===== config.mk =====
export PLATFORM = sky130hd
export DESIGN_NAME = alu_sequencer
export DESIGN_NICKNAME = d
export VERILOG_FILES = /design/src/rtl/alu_sequencer.sv
export SDC_FILE = /design/constraint.sdc
export NUM_CORES = 1
export LEC_CHECK = 0
export BUFFER_PORTS_ARGS = -buffer_cell sky130_fd_sc_hd__buf_2
export CAP_MARGIN = 20
export CORE_MARGIN = 5
export CORE_UTILIZATION = 60
export CTS_CLUSTER_SIZE = 16
export DETAILED_ROUTE_END_ITERATION = 7
export PLACE_DENSITY_LB_ADDON = 0.3
export SYNTH_ARGS = -nofsm -noshare
export SYNTH_HDL_FRONTEND = slang
export SYNTH_SLANG_ARGS = --single-unit

===== constraint.sdc =====
create_clock -name clk -period 6.75 [get_ports clk]
set_input_delay 1.0125 -clock clk [delete_from_list [all_inputs] [get_ports clk]]
set_output_delay 1.0125 -clock clk [all_outputs]
set_load 0.01 [all_outputs]

===== src/rtl/alu_sequencer.sv =====
// alu_sequencer: per-thread execute controller. Accepts one decoded ALU
// instruction at a time, reads operands from a local register file, drives
// the combinational alu block, then retires the result to the register file
// or the compare-flag register. Fixed four-state path IDLE->READ->EXEC->WB.

`ifndef DATA_WIDTH
`define DATA_WIDTH 8
`endif
`ifndef OP_ADD
`define OP_ADD  4'h0
`define OP_SUB  4'h1
`define OP_MUL  4'h2
`define OP_CMP  4'h3
`define OP_ADDI 4'h4
`define OP_SUBI 4'h5
`endif

module alu_sequencer #(
  parameter int DATA_WIDTH = `DATA_WIDTH,
  parameter int NUM_REGS   = 16,
  parameter int REG_ADDR_W = 4
) (
  input  logic                  clk,
  input  logic                  reset,
  // Handshake: an instruction transfers on a rising edge where instr_valid
  // and instr_ready are both high. instr_ready depends only on state (high
  // in IDLE), never on instr_valid; the offered fields need only be stable
  // in the cycle of the transfer.
  input  logic                  instr_valid,
  output logic                  instr_ready,
  input  logic [3:0]            instr_opcode,
  input  logic [REG_ADDR_W-1:0] instr_rd,
  input  logic [REG_ADDR_W-1:0] instr_rs,
  input  logic [REG_ADDR_W-1:0] instr_rt,
  input  logic [DATA_WIDTH-1:0] instr_imm,
  output logic [3:0]            alu_opcode,
  output logic [DATA_WIDTH-1:0] alu_operand_a,
  output logic [DATA_WIDTH-1:0] alu_operand_b,
  input  logic [DATA_WIDTH-1:0] alu_result,
  input  logic                  alu_cmp_flag,
  output logic                  done_valid,
  output logic [REG_ADDR_W-1:0] done_rd,
  output logic [DATA_WIDTH-1:0] done_data,
  output logic                  illegal,
  output logic                  cmp_flag_q,
  input  logic                  reg_wr_en,
  input  logic [REG_ADDR_W-1:0] reg_wr_addr,
  input  logic [DATA_WIDTH-1:0] reg_wr_data,
  input  logic [REG_ADDR_W-1:0] dbg_rd_addr,
  output logic [DATA_WIDTH-1:0] dbg_rd_data,
  output logic [1:0]            dbg_state
);

  typedef enum logic [1:0] {
    S_IDLE = 2'd0,
    S_READ = 2'd1,
    S_EXEC = 2'd2,
    S_WB   = 2'd3
  } state_t;

  state_t                r_state;
  state_t                w_next;
  logic [3:0]            r_op;
  logic [REG_ADDR_W-1:0] r_rd;
  logic [REG_ADDR_W-1:0] r_rs;
  logic [REG_ADDR_W-1:0] r_rt;
  logic [DATA_WIDTH-1:0] r_imm;
  logic [DATA_WIDTH-1:0] r_res;
  logic                  r_flag;
  logic                  r_cmp_flag;
  logic [3:0]            r_alu_opcode;
  logic [DATA_WIDTH-1:0] r_alu_a;
  logic [DATA_WIDTH-1:0] r_alu_b;
  logic [DATA_WIDTH-1:0] r_regs [NUM_REGS];

  logic                  w_accept;
  logic                  w_legal;
  logic                  w_is_imm;
  logic                  w_is_cmp;
  logic                  w_wb_write;
  logic [DATA_WIDTH-1:0] w_rs_data;
  logic [DATA_WIDTH-1:0] w_rt_data;

  assign w_accept    = instr_valid && (r_state == S_IDLE);
  assign instr_ready = (r_state == S_IDLE);
  assign dbg_state   = r_state;

  // Decode the latched opcode: legality, immediate form, compare form.
  always_comb begin
    w_legal  = 1'b0;
    w_is_imm = 1'b0;
    w_is_cmp = 1'b0;
    case (r_op)
      `OP_ADD, `OP_SUB, `OP_MUL: w_legal = 1'b1;
      `OP_CMP: begin
        w_legal  = 1'b1;
        w_is_cmp = 1'b1;
      end
      `OP_ADDI, `OP_SUBI: begin
        w_legal  = 1'b1;
        w_is_imm = 1'b1;
      end
      default: w_legal = 1'b0;
    endcase
  end

  // R0 is hardwired to zero on every read port.
  assign w_rs_data   = (r_rs == '0) ? '0 : r_regs[r_rs];
  assign w_rt_data   = (r_rt == '0) ? '0 : r_regs[r_rt];
  assign dbg_rd_data = (dbg_rd_addr == '0) ? '0 : r_regs[dbg_rd_addr];
  assign w_wb_write  = (r_state == S_WB) && w_legal && !w_is_cmp && (r_rd != '0);

  // Next-state logic: one fixed pass through READ, EXEC and WB per accept.
  always_comb begin
    w_next = r_state;
    case (r_state)
      S_IDLE:  if (instr_valid) w_next = S_READ;
      S_READ:  w_next = S_EXEC;
      S_EXEC:  w_next = S_WB;
      S_WB:    w_next = S_IDLE;
      default: w_next = S_IDLE;
    endcase
  end

  // State register.
  always_ff @(posedge clk or posedge reset) begin
    if (reset) r_state <= S_IDLE;
    else       r_state <= w_next;
  end

  // Latch the instruction fields on handshake.
  always_ff @(posedge clk or posedge reset) begin
    if (reset) begin
      r_op  <= '0;
      r_rd  <= '0;
      r_rs  <= '0;
      r_rt  <= '0;
      r_imm <= '0;
    end else if (w_accept) begin
      r_op  <= instr_opcode;
      r_rd  <= instr_rd;
      r_rs  <= instr_rs;
      r_rt  <= instr_rt;
      r_imm <= instr_imm;
    end
  end

  // Operand fetch in READ loads the alu drive registers, so they hold the
  // operands for the whole of EXEC and return to zero everywhere else.
  always_ff @(posedge clk or posedge reset) begin
    if (reset) begin
      r_alu_opcode <= '0;
      r_alu_a      <= '0;
      r_alu_b      <= '0;
    end else if (r_state == S_READ) begin
      r_alu_opcode <= r_op;
      r_alu_a      <= w_rs_data;
      r_alu_b      <= w_is_imm ? r_imm : w_rt_data;
    end else begin
      r_alu_opcode <= '0;
      r_alu_a      <= '0;
      r_alu_b      <= '0;
    end
  end

  assign alu_opcode    = r_alu_opcode;
  assign alu_operand_a = r_alu_a;
  assign alu_operand_b = r_alu_b;

  // Capture the alu outputs at the end of EXEC; the width is the alu's own.
  always_ff @(posedge clk or posedge reset) begin
    if (reset) begin
      r_res  <= '0;
      r_flag <= 1'b0;
    end else if (r_state == S_EXEC) begin
      r_res  <= alu_result;
      r_flag <= alu_cmp_flag;
    end
  end

  // Compare flag retires only for a legal CMP.
  always_ff @(posedge clk or posedge reset) begin
    if (reset) r_cmp_flag <= 1'b0;
    else if ((r_state == S_WB) && w_legal && w_is_cmp) r_cmp_flag <= r_flag;
  end

  assign cmp_flag_q = r_cmp_flag;

  // Register file: host preload only in IDLE, writeback only in WB; the two
  // are never active together and writes to R0 are discarded.
  always_ff @(posedge clk or posedge reset) begin
    if (reset) begin
      for (int i = 0; i < NUM_REGS; i++) r_regs[i] <= '0;
    end else if ((r_state == S_IDLE) && reg_wr_en && (reg_wr_addr != '0)) begin
      r_regs[reg_wr_addr] <= reg_wr_data;
    end else if (w_wb_write) begin
      r_regs[r_rd] <= r_res;
    end
  end

  assign done_valid = (r_state == S_WB);
  assign done_rd    = r_rd;
  assign done_data  = w_legal ? r_res : '0;
  assign illegal    = (r_state == S_WB) && !w_legal;

endmodule


==> results.py <==
metrics = {
    "global_routing": {
        "busiest_layer": "met2",
        "grt_max_degree": 120,
        "use_met1_pct": 43.99,
        "antenna_found_initial": 1,
        "grtUsageTotal_pct": 31.02,
        "grt_pass1_wl_um": 51510,
        "grt_pass1_vias": 8481,
        "grt_use_met2_pct": 46.51,
        "grt.overflow.total": 0,
        "use_met3_pct": 10.99,
    },
    "critical_path": {
        "cpPeakStageDelay_ns": 0.76,
        "critical_path.startpoint": "dbg_rd_addr[1]",
        "reg2reg_slack_ns": 3.69,
        "worstSetupEndpointType": "primary output",
        "crit_chain": "buf_2, nor2b_1, a221o_1, a21oi_1, a21oi_1, buf_2",
        "r2r_end": "r_regs[37]",
        "crit_type": "in2out",
        "crit_cells": 6,
        "cp-start-kind": "input port",
        "crit_family": "simple AND/OR/NAND/NOR gates",
        "timing.critical_path.buf_inv": 2,
        "timing.rr.start": "dbg_state[0]",
        "reg2reg_depth": 8,
        "cp_max_fo": 25,
        "critPathArrivalTime_ns": 3.03,
        "worst_path_max_delay_cell": "nor2b_1",
        "crit_required_ns": 5.74,
        "crit_end": "dbg_rd_data[7]",
    },
    "die": {
        "boundaryPins": 99,
        "rows": 50,
        "dieArea_um2": 21510,
        "core-area_um2": 18520,
        "initial_core_util_pct": 60.52,
        "die_w_um": 146.7,
        "die_h_um": 146.7,
    },
    "layout": {
        "final_common_cell": "dfrtp_1",
        "drive_gt1_share_pct": 36.65,
        "final_cell_mix": "dfrtp_1 (182), o2bb2ai_1 (112), buf_2 (98)",
        "area_growth_pct": 9.613,
        "nets": 958,
        "stdcell_area_um2": 12280,
        "fin_util_pct": 66.34,
    },
    "placed_design": {
        "io_buffers": 98,
        "place.gp.congestion": 0.9853,
        "hpwl_um": 23680,
        "dpl_cell_area_um2": 11690,
    },
    "route": {
        "wl_per_cell_um": 29.07,
        "dr_total_vias": 8733,
        "antenna_left": 0,
        "drtPass1Iterations": 6,
        "first_iter_violations": 1218,
        "viasPerCell": 7.601,
        "drc_errors": 0,
        "drt-total-wl_um": 33400,
    },
    "flow_run": {
        "cap_violations": 0,
    },
    "logic_synthesis": {
        "syn_nets": 921,
        "ys_top_cells_by_area": "dfrtp_1 (41%), mux4_2 (18%), o2bb2ai_1 (8.8%)",
        "syn_area_um2": 11210,
        "async_flop_share_pct": 100.0,
        "synth_warnings": 0,
        "syn_area_per_cell_um2": 12.97,
        "ys.flop_type": "dfrtp_1",
        "synth_edf_count": 0,
        "postSynthCellCount": 864,
        "ys_types": 46,
        "synth_top_area_share_pct": 41.09,
        "synth_top_area_cell": "dfrtp_1",
        "ys_ff_latch": 184,
        "ys_seq_area_share_pct": 41.09,
    },
    "pwr": {
        "p_leak_nw": 4.921,
        "finalPower_w": 0.005571,
        "irDropWorstVdd_uv": 223.6,
        "pwr_density_cell_nw_per_um2": 453.5,
    },
    "sta": {
        "fmax_mhz": 247.4,
        "final_max_slew_viol_count": 0,
        "final-hold-violation-count": 0,
        "max_slew_margin_pct": 27.10,
        "worst_pin_slew_ns": 1.086,
        "min_period_over_period_pct": 59.88,
        "fin_crit_ns": 4.042,
        "setup_viol": 0,
        "tns_ns": 0,
        "rsz0062_at_grt": "no",
        "skew_ns": 0.01199,
    },
    "outcome": {
        "status": "completed",
    },
    "cts": {
        "clk_pin_slew_ns": 0.07,
        "htreeDepth": 4,
        "numCtsBuffers": 17,
        "clockBufferDepth": 2,
        "cts.repair.resized": 0,
        "cts.sinks": 184,
        "cts_hold_buf": 0,
        "root_buffer": "clkbuf_16",
        "cts_tree": "built",
        "post-cts-setup-buffers": 0,
        "insertion_delay_ns": 0.45,
    },
    "hold_path": {
        "holdCritPathClass": "reg2reg",
    },
}
==> stage by stage <==
step,hold slack [ns],setup WS (ns),cells
3_5_place_dp,0.3865,2.791,1114
2_1_floorplan,0.4413,0.7371,864
5_1_grt,0.4264,2.588,1149
3_3_place_gp,0.3849,2.840,1114
6_report,0.4063,2.708,1149
4_1_cts,0.4045,2.780,1146
==> sequential cells by signal (all words and copies together), names as in the netlist <==
register       count
alu_operand_a      8
alu_opcode         4
r_imm              8
cmp_flag_q         1
r_rs               4
dbg_state          2
r_regs           128
r_flag             1
r_rt               4
r_op               4
done_rd            4
r_res              8
alu_operand_b      8
==> synthesized netlist by cell type, drive strengths merged, types with 17 or more instances <==
master     n
and2      22
mux2      66
mux2i     40
buf       28
mux4      88
o21ai     17
o2bb2ai  112
a22oi     88
a21oi     31
clkbuf    66
dfrtp    184
==> worst min path at each step <==
| stage | start | to | slack, ns | cells after the start |
|---|---|---|---|---|
| 2_1_floorplan | r_regs[120] | r_regs[120] | 0.44 | 1 |
| 6_report | r_regs[127] | r_regs[127] | 0.41 | 0 |
| 4_1_cts | r_regs[126] | r_regs[126] | 0.40 | 0 |
| 5_1_grt | r_regs[126] | r_regs[126] | 0.43 | 0 |
| 3_3_place_gp | r_regs[127] | r_regs[127] | 0.38 | 0 |
| 3_5_place_dp | r_regs[127] | r_regs[127] | 0.39 | 0 |
==> per-layer routing <==
layer,wire length (um),vias to the layer above
met5,0,-
met4,618,0
met3,4764,68
met2,15390,631
met1,12630,4414
li1,-,3620
==> power breakdown <==
part | total (W) | internal (W) | switching (W)
Sequential | 0.00229 | 0.00152 | 0.000770
Clock | 0.000968 | 0.000501 | 0.000467
Combinational | 0.00231 | 0.00123 | 0.00109
Total | 0.00557 | 0.00325 | 0.00232
==> layout make-up <==
class	instances	area, um2
antenna	1	2.502
clock buffer	20	456.7
tap	234	292.8
clock inverter	12	101.3
fill	1372	6233
sequential	184	4607
inverter	5	26.28
timing repair buffer	112	615.6
multi-input combinational	581	6182
==> worst reg2reg max path, stage by stage, from the launching register on <==
cell       delay, ns
dfrtp_1         0.44
inv_1           0.09
ha_1            0.33
and2_1          0.19
buf_4           0.25
nand2_1         0.15
o31a_2          0.69
buf_4           0.62
o2bb2ai_1       0.16
==> cell families (layout without fill, tap and decap cells) <==
logic type                 count (synthesis)  count (layout)  share of synthesized area, %
adders and majority gates                  4               4                        0.4466
other                                      0               1                             0
buffers and inverters                     99             149                         3.762
muxes                                    194             194                         27.89
and+or+nand+nor                           95              95                         5.292
AOI/OAI and AO/OA                        288             288                         21.53
DFF                                      184             184                         41.09
No activity file was read; power rests on OpenSTA's default activity.
